### src/rtl/mem_bist_pkg.sv
// ============================================================================
// Module : mem_bist_pkg
// Brief  : Shared types, constants and pattern helpers for the march-style BIST.
// Rev    : 1.0  initial release
// ============================================================================
`default_nettype none

package mem_bist_pkg;

    typedef enum logic [2:0] {
        ST_IDLE = 3'd0,
        ST_W0   = 3'd1,
        ST_R0   = 3'd2,
        ST_D0   = 3'd3,
        ST_W1   = 3'd4,
        ST_R1   = 3'd5,
        ST_D1   = 3'd6,
        ST_DONE = 3'd7
    } bist_state_e;

    typedef enum logic {
        PH0 = 1'b0,
        PH1 = 1'b1
    } bist_phase_e;

    localparam logic [7:0] ERR_CNT_MAX = 8'hFF;
    localparam int         PAT_W       = 64;

    // Address zero-extended to PAT_W; callers keep the low DATA_WIDTH bits.
    function automatic logic [PAT_W-1:0] pat(input logic [31:0] a);
        return {32'b0, a};
    endfunction

endpackage

`default_nettype wire

### src/rtl/mem_bist_if.sv
// ============================================================================
// Module : mem_bist_if
// Brief  : Single-port RAM bus between the BIST controller and the memory.
// Rev    : 1.0  initial release
// ============================================================================
`default_nettype none

interface mem_bist_if #(
    parameter int ADDR_WIDTH = 8,
    parameter int DATA_WIDTH = 8
);
    logic                  cs;
    logic                  we;
    logic [ADDR_WIDTH-1:0] addr;
    logic [DATA_WIDTH-1:0] wr_data;
    logic [DATA_WIDTH-1:0] rd_data;
    logic                  ecccorr;
    logic                  eccderr;

    modport master (
        output cs, we, addr, wr_data,
        input  rd_data, ecccorr, eccderr
    );

    modport slave (
        input  cs, we, addr, wr_data,
        output rd_data, ecccorr, eccderr
    );
endinterface

`default_nettype wire

### src/rtl/mem_bist_cmp.sv
// ============================================================================
// Module : mem_bist_cmp
// Brief  : Read-latency pipeline, data comparator, saturating error counter
//          and first-fail capture. ECC check gated by MEM_BIST_ECC_CHK_EN.
// Rev    : 1.0  initial release
// ============================================================================
`default_nettype none

module mem_bist_cmp
    import mem_bist_pkg::*;
#(
    parameter int ADDR_WIDTH = 8,
    parameter int DATA_WIDTH = 8,
    parameter int RD_LATENCY = 1
) (
    input  wire logic                  clk,
    input  wire logic                  rst_n,
    input  wire logic                  clr_i,
    input  wire logic                  flush_i,
    input  wire logic                  issue_i,
    input  wire logic [ADDR_WIDTH-1:0] addr_i,
    input  wire logic [DATA_WIDTH-1:0] exp_i,
    input  wire logic [DATA_WIDTH-1:0] rd_data_i,
    input  wire logic                  ecccorr_i,
    input  wire logic                  eccderr_i,
    output logic                       mism_o,
    output logic [7:0]                 err_count_o,
    output logic [ADDR_WIDTH-1:0]      fail_addr_o,
    output logic [DATA_WIDTH-1:0]      fail_data_o
);

    localparam int LAST = RD_LATENCY - 1;

    logic                  vld_q  [RD_LATENCY];
    logic [ADDR_WIDTH-1:0] addr_q [RD_LATENCY];
    logic [DATA_WIDTH-1:0] exp_q  [RD_LATENCY];
    logic [7:0]            err_cnt_q;
    logic [ADDR_WIDTH-1:0] fail_addr_q;
    logic [DATA_WIDTH-1:0] fail_data_q;
    logic                  w_bad;

    always_ff @(posedge clk or negedge rst_n) begin
        if (!rst_n) begin
            for (int i = 0; i < RD_LATENCY; i++) begin
                vld_q[i]  <= 1'b0;
                addr_q[i] <= '0;
                exp_q[i]  <= '0;
            end
        end else begin
            vld_q[0]  <= issue_i & ~flush_i;
            addr_q[0] <= addr_i;
            exp_q[0]  <= exp_i;
            for (int i = 1; i < RD_LATENCY; i++) begin
                vld_q[i]  <= vld_q[i-1] & ~flush_i;
                addr_q[i] <= addr_q[i-1];
                exp_q[i]  <= exp_q[i-1];
            end
        end
    end

`ifdef MEM_BIST_ECC_CHK_EN
    // A double-bit ECC error fails the compare even when the data happens to match.
    logic w_unused_ecc;
    assign w_unused_ecc = ecccorr_i;
    assign w_bad        = (rd_data_i != exp_q[LAST]) || eccderr_i;
`else
    logic w_unused_ecc;
    assign w_unused_ecc = ecccorr_i ^ eccderr_i;
    assign w_bad        = (rd_data_i != exp_q[LAST]);
`endif

    assign mism_o = vld_q[LAST] && w_bad;

    // err_count==0 doubles as "no failure captured yet" since it never wraps.
    always_ff @(posedge clk or negedge rst_n) begin
        if (!rst_n) begin
            err_cnt_q   <= 8'd0;
            fail_addr_q <= '0;
            fail_data_q <= '0;
        end else if (clr_i) begin
            err_cnt_q   <= 8'd0;
            fail_addr_q <= '0;
            fail_data_q <= '0;
        end else if (mism_o && !flush_i) begin
            if (err_cnt_q != ERR_CNT_MAX) begin
                err_cnt_q <= err_cnt_q + 8'd1;
            end
            if (err_cnt_q == 8'd0) begin
                fail_addr_q <= addr_q[LAST];
                fail_data_q <= rd_data_i;
            end
        end
    end

    assign err_count_o = err_cnt_q;
    assign fail_addr_o = fail_addr_q;
    assign fail_data_o = fail_data_q;

endmodule

`default_nettype wire

### src/rtl/mem_bist_ctrl.sv
// ============================================================================
// Module : mem_bist_ctrl
// Brief  : March BIST sequencer (W0,R0,W1,R1) with registered RAM outputs.
//          Optional ECC double-error checking: define MEM_BIST_ECC_CHK_EN.
// Rev    : 1.0  initial release
// ============================================================================
`default_nettype none

module mem_bist_ctrl
    import mem_bist_pkg::*;
#(
    parameter int ADDR_WIDTH = 8,
    parameter int DATA_WIDTH = 8,
    parameter int RD_LATENCY = 1
) (
    input  wire logic                  clk,
    input  wire logic                  rst_n,
    input  wire logic                  start,
    input  wire logic                  abort,
    output logic                       busy,
    output logic                       done,
    output logic                       pass,
    output logic [7:0]                 err_count,
    output logic [ADDR_WIDTH-1:0]      fail_addr,
    output logic [DATA_WIDTH-1:0]      fail_data,
    mem_bist_if.master                 mem
);

    localparam logic [2:0] S_IDLE = ST_IDLE;
    localparam logic [2:0] S_W0   = ST_W0;
    localparam logic [2:0] S_R0   = ST_R0;
    localparam logic [2:0] S_D0   = ST_D0;
    localparam logic [2:0] S_W1   = ST_W1;
    localparam logic [2:0] S_R1   = ST_R1;
    localparam logic [2:0] S_D1   = ST_D1;
    localparam logic [2:0] S_DONE = ST_DONE;

    localparam logic [ADDR_WIDTH-1:0] ADDR_MAX   = {ADDR_WIDTH{1'b1}};
    localparam logic [2:0]            DRAIN_LAST = 3'(RD_LATENCY - 1);

    logic [2:0]            state_q, state_d;
    logic [ADDR_WIDTH-1:0] addr_q, addr_d;
    logic                  cs_q, cs_d, we_q, we_d;
    logic [DATA_WIDTH-1:0] wr_data_q, wr_data_d;
    logic [2:0]            drain_q, drain_d;
    logic                  busy_q, busy_d, done_q, done_d, pass_q, pass_d;

    logic                  w_clr, w_flush, w_mism, w_busy_st;
    bist_phase_e           w_phase;
    logic [ADDR_WIDTH-1:0] w_addr_nxt;
    logic [DATA_WIDTH-1:0] w_exp;
    logic [7:0]            w_err_cnt;

    function automatic logic [DATA_WIDTH-1:0] f_data(input logic [ADDR_WIDTH-1:0] a,
                                                     input bist_phase_e ph);
        logic [PAT_W-1:0] v;
        v = (ph == PH1) ? ~pat(32'(a)) : pat(32'(a));
        return v[DATA_WIDTH-1:0];
    endfunction

    assign w_phase    = (state_q inside {S_W1, S_R1, S_D1}) ? PH1 : PH0;
    assign w_addr_nxt = addr_q + ADDR_WIDTH'(1);
    assign w_busy_st  = (state_q != S_IDLE) && (state_q != S_DONE);
    assign w_exp      = f_data(addr_q, w_phase);

    always_comb begin
        state_d   = state_q;
        addr_d    = '0;
        cs_d      = 1'b0;
        we_d      = 1'b0;
        wr_data_d = '0;
        drain_d   = drain_q;
        done_d    = 1'b0;
        pass_d    = pass_q;
        w_clr     = 1'b0;
        w_flush   = 1'b0;

        case (state_q)
            S_IDLE: begin
                if (start) begin
                    state_d   = S_W0;
                    cs_d      = 1'b1;
                    we_d      = 1'b1;
                    wr_data_d = f_data('0, PH0);
                    pass_d    = 1'b0;
                    w_clr     = 1'b1;
                end
            end
            S_W0, S_W1: begin
                cs_d = 1'b1;
                if (addr_q == ADDR_MAX) begin
                    state_d = (state_q == S_W0) ? S_R0 : S_R1;
                end else begin
                    addr_d    = w_addr_nxt;
                    we_d      = 1'b1;
                    wr_data_d = f_data(w_addr_nxt, w_phase);
                end
            end
            S_R0, S_R1: begin
                if (addr_q == ADDR_MAX) begin
                    state_d = (state_q == S_R0) ? S_D0 : S_D1;
                    drain_d = 3'd0;
                end else begin
                    addr_d = w_addr_nxt;
                    cs_d   = 1'b1;
                end
            end
            S_D0, S_D1: begin
                if (drain_q == DRAIN_LAST) begin
                    if (state_q == S_D0) begin
                        state_d   = S_W1;
                        cs_d      = 1'b1;
                        we_d      = 1'b1;
                        wr_data_d = f_data('0, PH1);
                    end else begin
                        // Last compare retires on this edge, so fold it into pass.
                        state_d = S_DONE;
                        done_d  = 1'b1;
                        pass_d  = (w_err_cnt == 8'd0) && !w_mism;
                    end
                end else begin
                    drain_d = drain_q + 3'd1;
                end
            end
            S_DONE:  state_d = S_IDLE;
            default: state_d = S_IDLE;
        endcase

        if (w_busy_st && abort) begin
            state_d   = S_IDLE;
            addr_d    = '0;
            cs_d      = 1'b0;
            we_d      = 1'b0;
            wr_data_d = '0;
            done_d    = 1'b0;
            pass_d    = 1'b0;
            w_flush   = 1'b1;
        end

        busy_d = (state_d != S_IDLE) && (state_d != S_DONE);
    end

    always_ff @(posedge clk or negedge rst_n) begin
        if (!rst_n) begin
            state_q   <= S_IDLE;
            addr_q    <= '0;
            cs_q      <= 1'b0;
            we_q      <= 1'b0;
            wr_data_q <= '0;
            drain_q   <= 3'd0;
            busy_q    <= 1'b0;
            done_q    <= 1'b0;
            pass_q    <= 1'b0;
        end else begin
            state_q   <= state_d;
            addr_q    <= addr_d;
            cs_q      <= cs_d;
            we_q      <= we_d;
            wr_data_q <= wr_data_d;
            drain_q   <= drain_d;
            busy_q    <= busy_d;
            done_q    <= done_d;
            pass_q    <= pass_d;
        end
    end

    mem_bist_cmp #(
        .ADDR_WIDTH (ADDR_WIDTH),
        .DATA_WIDTH (DATA_WIDTH),
        .RD_LATENCY (RD_LATENCY)
    ) u_cmp (
        .clk         (clk),
        .rst_n       (rst_n),
        .clr_i       (w_clr),
        .flush_i     (w_flush),
        .issue_i     (cs_q & ~we_q),
        .addr_i      (addr_q),
        .exp_i       (w_exp),
        .rd_data_i   (mem.rd_data),
        .ecccorr_i   (mem.ecccorr),
        .eccderr_i   (mem.eccderr),
        .mism_o      (w_mism),
        .err_count_o (w_err_cnt),
        .fail_addr_o (fail_addr),
        .fail_data_o (fail_data)
    );

    assign mem.cs      = cs_q;
    assign mem.we      = we_q;
    assign mem.addr    = addr_q;
    assign mem.wr_data = wr_data_q;
    assign busy        = busy_q;
    assign done        = done_q;
    assign pass        = pass_q;
    assign err_count   = w_err_cnt;

endmodule

`default_nettype wire

### src/flat_wrapper.sv
// flat-port wrapper written by rule: the top's interface ports become plain ports
module mem_bist_ctrl_flat import mem_bist_pkg::*;
#(
    parameter int ADDR_WIDTH = 8,
    parameter int DATA_WIDTH = 8,
    parameter int RD_LATENCY = 1
)
  (clk, rst_n, start, abort, busy, done, pass, err_count, fail_addr, fail_data, mem_cs, mem_we, mem_addr, mem_wr_data, mem_rd_data, mem_ecccorr, mem_eccderr);
  mem_bist_if #(.ADDR_WIDTH(ADDR_WIDTH), .DATA_WIDTH(DATA_WIDTH)) mem_i ();
  input  wire logic clk;
  input  wire logic rst_n;
  input  wire logic start;
  input  wire logic abort;
  output logic busy;
  output logic done;
  output logic pass;
  output logic [7:0] err_count;
  output logic [ADDR_WIDTH-1:0] fail_addr;
  output logic [DATA_WIDTH-1:0] fail_data;
  output wire logic [$bits(mem_i.cs)-1:0] mem_cs;
  output wire logic [$bits(mem_i.we)-1:0] mem_we;
  output wire logic [$bits(mem_i.addr)-1:0] mem_addr;
  output wire logic [$bits(mem_i.wr_data)-1:0] mem_wr_data;
  input wire logic [$bits(mem_i.rd_data)-1:0] mem_rd_data;
  input wire logic [$bits(mem_i.ecccorr)-1:0] mem_ecccorr;
  input wire logic [$bits(mem_i.eccderr)-1:0] mem_eccderr;
  assign mem_cs = mem_i.cs;
  assign mem_we = mem_i.we;
  assign mem_addr = mem_i.addr;
  assign mem_wr_data = mem_i.wr_data;
  assign mem_i.rd_data = mem_rd_data;
  assign mem_i.ecccorr = mem_ecccorr;
  assign mem_i.eccderr = mem_eccderr;
  mem_bist_ctrl #(.ADDR_WIDTH(ADDR_WIDTH), .DATA_WIDTH(DATA_WIDTH), .RD_LATENCY(RD_LATENCY)) u_core (.clk(clk), .rst_n(rst_n), .start(start), .abort(abort), .busy(busy), .done(done), .pass(pass), .err_count(err_count), .fail_addr(fail_addr), .fail_data(fail_data), .mem(mem_i));
endmodule
### config.mk
export PLATFORM = sky130hd
export DESIGN_NAME = mem_bist_ctrl_flat
export DESIGN_NICKNAME = d
export VERILOG_FILES = /design/src/rtl/mem_bist_pkg.sv /design/src/rtl/mem_bist_if.sv /design/src/rtl/mem_bist_cmp.sv /design/src/rtl/mem_bist_ctrl.sv /design/src/flat_wrapper.sv
export SDC_FILE = /design/constraint.sdc
export NUM_CORES = 1
export LEC_CHECK = 0
export BUFFER_PORTS_ARGS = -buffer_cell sky130_fd_sc_hd__buf_2
export CELL_PAD_IN_SITES_DETAIL_PLACEMENT = 1
export CELL_PAD_IN_SITES_GLOBAL_PLACEMENT = 1
export CORE_MARGIN = 5
export CORE_UTILIZATION = 42
export CTS_CLUSTER_DIAMETER = 200
export DETAILED_ROUTE_END_ITERATION = 6
export GPL_ROUTABILITY_DRIVEN = 1
export HOLD_SLACK_MARGIN = 0.15
export PLACE_DENSITY_LB_ADDON = 0.1
export SLEW_MARGIN = 40
export SYNTH_ARGS = -nofsm -noshare
export SYNTH_HDL_FRONTEND = slang
export SYNTH_SLANG_ARGS = --single-unit
### constraint.sdc
create_clock -name clk -period 2.3 [get_ports clk]
set_input_delay 0.23 -clock clk [delete_from_list [all_inputs] [get_ports clk]]
set_output_delay 0.23 -clock clk [all_outputs]
set_load 0.1 [all_outputs]
# == Yosys cells after proc, flatten, opt, wreduce, memory -nomap -nowiden ==
# Index checks and enable logic that the tools add are counted.
# op_classes
mux,51
reduce_logical,27
n_addsub,3
n_bitwise,6
eq_ne,17
# ops
cell,count
2-to-1 mux 8 bit,18
2-to-1 mux 3 bit,9
2-to-1 mux 1 bit,17
"adder 8 x 1 -> 8 bit, second input constant",2
NOT 8 bit,2
case mux 8 bit (2 select lines),1
case mux 3 bit (5 select lines),1
"== test 3 bit, second input constant",4
nonzero test 3 bit,4
"inequality test 3 bit, second input constant",3
"== test 8 bit, second input constant",1
zero test 8 bit,1
inequality test 8 bit,1
"inequality test 8 bit, second input constant",1
nonzero test 2 bit,4
"== test 3 x 2 -> 1 bit, second input constant",2
logical AND 1 bit,6
zero test 3 bit,2
case mux 3 bit (2 select lines),1
OR reduction 2 bit,3
case mux 1 bit (4 select lines),1
AND reduction 2 bit,2
AND reduction 4 bit,1
OR reduction 4 bit,1
13 further kinds,16
# word_totals
in_bits,14
output_inout_bits,45
ff_bits,68
word_cells,119

# == Logic depth before layout (Yosys ltp) ==
# logic_depth
depth_word,8
ltp_mapped,8
depth_no_buf,7

# == By module ==
# A second synthesis with hierarchy kept.
# unflattened
cells_unflattened,301
area_unflattened_um2,3328.2
# modules_own_cells
module,area_each_um2,seq_area_each_um2,instances,cells_per_inst
mem_bist_cmp,1671.6,1026.0,1,134
mem_bist_ctrl,1656.6,675.6,1,167

# == Worst setup path before layout ==
# OpenSTA, ideal clock, no wires.
# synth_path
path_type,register to register
startpoint,"register u_core.addr_q[1], in the netlist u_core.mem.addr[1]"
endpoint,"register u_core.busy_q, in the netlist u_core.busy"
slack_ns,-0.157
synth_period_minus_slack_ns,2.457
arrival_ns,2.314
t_required_ns,2.157
path_stages_with_launch,6
n_path_buf,0
setup_ns,0.143
cell_sequence,dfrtp_1 -> ha_1 -> nand3_1 -> or2_2 -> o311ai_0 -> o22ai_1
# synth_via
elab_chain_len,6
# synth_rtl
item,line,rtl
from (decl),mem_bist_ctrl.sv:42,"logic [ADDR_WIDTH-1:0] addr_q, addr_d;"
from (signal assigned),mem_bist_ctrl.sv:156,addr_q <= addr_d;
== test 8 bit (*),"mem_bist_ctrl.sv:91, mem_bist_ctrl.sv:100",
2-to-1 mux 3 bit (on tied branches),"mem_bist_ctrl.sv:100, mem_bist_ctrl.sv:91",
case mux 3 bit (5 select lines) (*),mem_bist_ctrl.sv:78,case (state_q)
2-to-1 mux 3 bit (*),mem_bist_ctrl.sv:129,if (w_busy_st && abort) begin
inequality test 3 bit / nonzero test 3 bit (equally long branches),mem_bist_ctrl.sv:140,busy_d = (state_d != S_IDLE) && (state_d != S_DONE);
logical AND 1 bit (*),mem_bist_ctrl.sv:140,
via u_core.busy_d,mem_bist_ctrl.sv:46,"logic busy_q, busy_d, done_q, done_d, pass_q, pass_d;"
to (signal assigned),mem_bist_ctrl.sv:161,busy_q <= busy_d;
to (decl),mem_bist_ctrl.sv:46,
# Mark *: on every way through the listed nets, which the timed path passes. The rest lies on a longest branch.
# A chain may end at the register's enable or synchronous reset.

# == Worst setup path after layout ==
# layout_path
startpoint,input port mem_rd_data[5]
endpoint,"register u_core.u_cmp.err_cnt_q[2], in the netlist u_core.u_cmp.err_count_o[2]"
# layout_via
elab_chain_len,5
# layout_rtl
item,line,rtl
from (decl),flat_wrapper.sv:24,input wire logic [$bits(mem_i.rd_data)-1:0] mem_rd_data;
inequality test 8 bit,mem_bist_cmp.sv:69,assign w_bad = (rd_data_i != exp_q[LAST]);
logical AND 1 bit,mem_bist_cmp.sv:72,assign mism_o = vld_q[LAST] && w_bad;
logical AND 1 bit,mem_bist_cmp.sv:84,end else if (mism_o && !flush_i) begin
nonzero test 2 bit (no source line),--,
AND reduction 2 bit (no source line),--,
to (signal assigned),mem_bist_cmp.sv:86,err_cnt_q <= err_cnt_q + 8'd1;
to (decl),mem_bist_cmp.sv:37,logic [7:0] err_cnt_q;
# No other way between the ends.

==> results.cfg <==
[logic_synthesis]
synthFlopType = dfrtp_1
synthTopCellsByCount = 68 x dfrtp_1, 34 x o21ai_0, 31 x nand3_1, 29 x a21oi_1, 28 x nor2_1
synthArstFlopShare_pct = 100
synth_edf_count = 0
synthTopCellsByArea = dfrtp_1 52%, xnor2_1 6.4%, o21ai_0 5.2%
synthCells = 338
netlist.top_cell.by_area = dfrtp_1
synth_area_um2 = 3280
ys_seq_area_share_pct = 51.9
synth_cell_type_count = 49
yosysWarnings = 0
syn_avg_cell_area_um2 = 9.71
syn_nets = 357
ys_ff_latch = 68
synth_top_area_share_pct = 51.9
yosysMostFrequentCell = dfrtp_1

[route]
firstDrtPassIters = 4
drt-total-wl_mm = 8.63
wl_met2_mm = 4.18
drtIter0Drc = 39
wl_met3_um = 329
routed_via_density = 5.47
wire_per_inst_um = 16.9
wl_met1_mm = 4.05
ant_nets = 0
drc_errors = 0
dr_total_vias = 2802
highest_layer = met4

[sta]
finClkSkew_ps = 9.46
worst_slew_pin_slew_ps = 791
slew_headroom_pct = 47.3
fin_setup_tns_ps = 0
setup_violations = 0
hold_violations = 0
post-route-min-period_ps = 2040
rsz0062_at_grt = no
fmax_mhz = 491
fin_crit_sh_pct = 88.5
drv_slew = 0

[grt]
grt_pass1_vias = 3035
grt_pass1_wl_mm = 14.9
antenna_found_initial = 0
gr-usage-all-layers_pct = 18.8
overflow = 0
grt_max_degree = 49

[hold_path]
worstHoldPathCells = 3
hold_class = in -> reg

[job]
drv_cap = 0

[pwr]
irDropWorstVdd_uv = 464
powerDensity_nw_per_um2 = 1120
power_leakage_uw = 0.00185

[critical_path]
worst-setup-path-type = in -> reg
worstPathArrival_ps = 2270
end_kind = register
cp-start-kind = input port
rr_worst_depth = 5
crit_path_max_fanout = 22
cp.required_ps = 2530

[final_layout]
drive_gt1_share_pct = 22.7
postLayoutCoreUtil_pct = 52.1
fillCellCount = 900
nets = 424
antennaDiodeCount = 0
area_growth_pct = 22.0

[floorplanning]
die_y_um = 98.4
rows = 32
dieArea_um2 = 9680
core_area_um2 = 7690
die_w_um = 98.4
start_util_pct = 42.7
io_pins = 59

[clock_network]
root_buffer = clkbuf_8
clk_latency_ps = 350
clk_pin_slew_worst_paths_ps = 80
tritoncts = done
cts.path.max_buffers = 2
numCtsBuffers = 9
h-tree-depth = 3
clock_sinks = 68

[placement]
port_buffers = 56
dp_hpwl_mm = 6.03
gp_congestion = 0.928

[status]
status = finished clean
## final timing paths
kind	to	slack, ps	from
max	u_core.u_cmp.err_count_o[2]	260	mem_rd_data[5]
min	u_core.u_cmp.fail_data_o[3]	160	mem_rd_data[3]
max reg2reg	u_core.busy	290	u_core.mem.addr[1]
min reg2reg	u_core.u_cmp.vld_q	430	u_core.mem.we
max in group asynchronous	u_core.mem.addr[0]	1270	rst_n
min in group asynchronous	u_core.u_cmp.err_count_o[4]	380	rst_n
## flip-flops by register name (all words and copies together), names as in the netlist, 3 cells and up
| name | flops |
|---|---|
| u_core.u_cmp.addr_q | 8 |
| u_core.mem.wr_data | 8 |
| u_core.u_cmp.err_count_o | 8 |
| u_core.state_q | 3 |
| u_core.drain_q | 3 |
| u_core.u_cmp.fail_data_o | 8 |
| u_core.mem.addr | 8 |
| u_core.u_cmp.exp_q | 8 |
| u_core.u_cmp.fail_addr_o | 8 |
## cell families (layout without fill, tap and decap cells)
kind of cell / Yosys count / in the layout / share of synthesized area [%]
AOI/OAI and AO/OA: 86 / 86 / 15.3
xor gates and xnor gates: 29 / 29 / 7.74
adders and majority gates: 5 / 5 / 1.91
buffers and inverters: 28 / 100 / 3.66
DFF: 68 / 68 / 51.9
muxes: 2 / 2 / 0.610
and+or+nand+nor: 120 / 120 / 18.9
## cell usage in the layout, fill, tap and decap left out, types with 12 or more instances in the layout
cell type and count:
o21ai_0 33, dfrtp_1 65, nand3_1 31, xnor2_1 24, buf_2 56, nor2_1 28
nand2_1 20, a21oi_1 29, buf_4 12
## cell type report
| cell class | count | area [µm²] | area share [%] |
|---|---|---|---|
| clock buffer | 9 | 124 | 3.09 |
| clock inverter | 7 | 98.8 | 2.47 |
| inverter | 9 | 33.8 | 0.844 |
| multi-input combinational | 242 | 1460 | 36.5 |
| sequential | 68 | 1710 | 42.6 |
| tap | 102 | 128 | 3.19 |
| timing repair buffer | 75 | 450 | 11.3 |
## metrics by stage
step	area, µm²	hold WS (ps)	std cells	setup slack (ps)	total power, µW
final	4000	164	512	265	4470
after global routing	4000	167	512	103	4710
after CTS	4000	153	512	157	4510
after detailed placement	3720	242	490	333	3380
after global placement	3720	230	490	387	3360
after floorplan	3280	-65.6	338	50.3	2970
## routing by layer
metal / GRT usage [%] / vias up
li1: - / 1338
met1: 25.5 / 1405
met2: 30.5 / 50
met4: 5.67 / 0
met3: 3.64 / 9
met5: 0 / -
## critical path, cell delays in order
cell and delay, ps:
dlygate4sd3_1 540, buf_2 140, xnor2_1 130, nand4_1 170
o21a_1 660, a31oi_1 170, a41o_1 230
## power breakdown
part / total, µW / internal, µW / switching, µW
sequential: 1460 / 1350 / 109
combinational: 1900 / 370 / 1530
clock: 1110 / 616 / 494
## repair_timing
action / in CTS / in global routing
resized for setup: 0 / 1
setup buffers: 0 / 0
hold endpoints to repair: 25 / 0
setup endpoints to repair: 0 / 4
hold buffers: 6 / 0
Note: power is estimated with default switching activity, not from simulation.
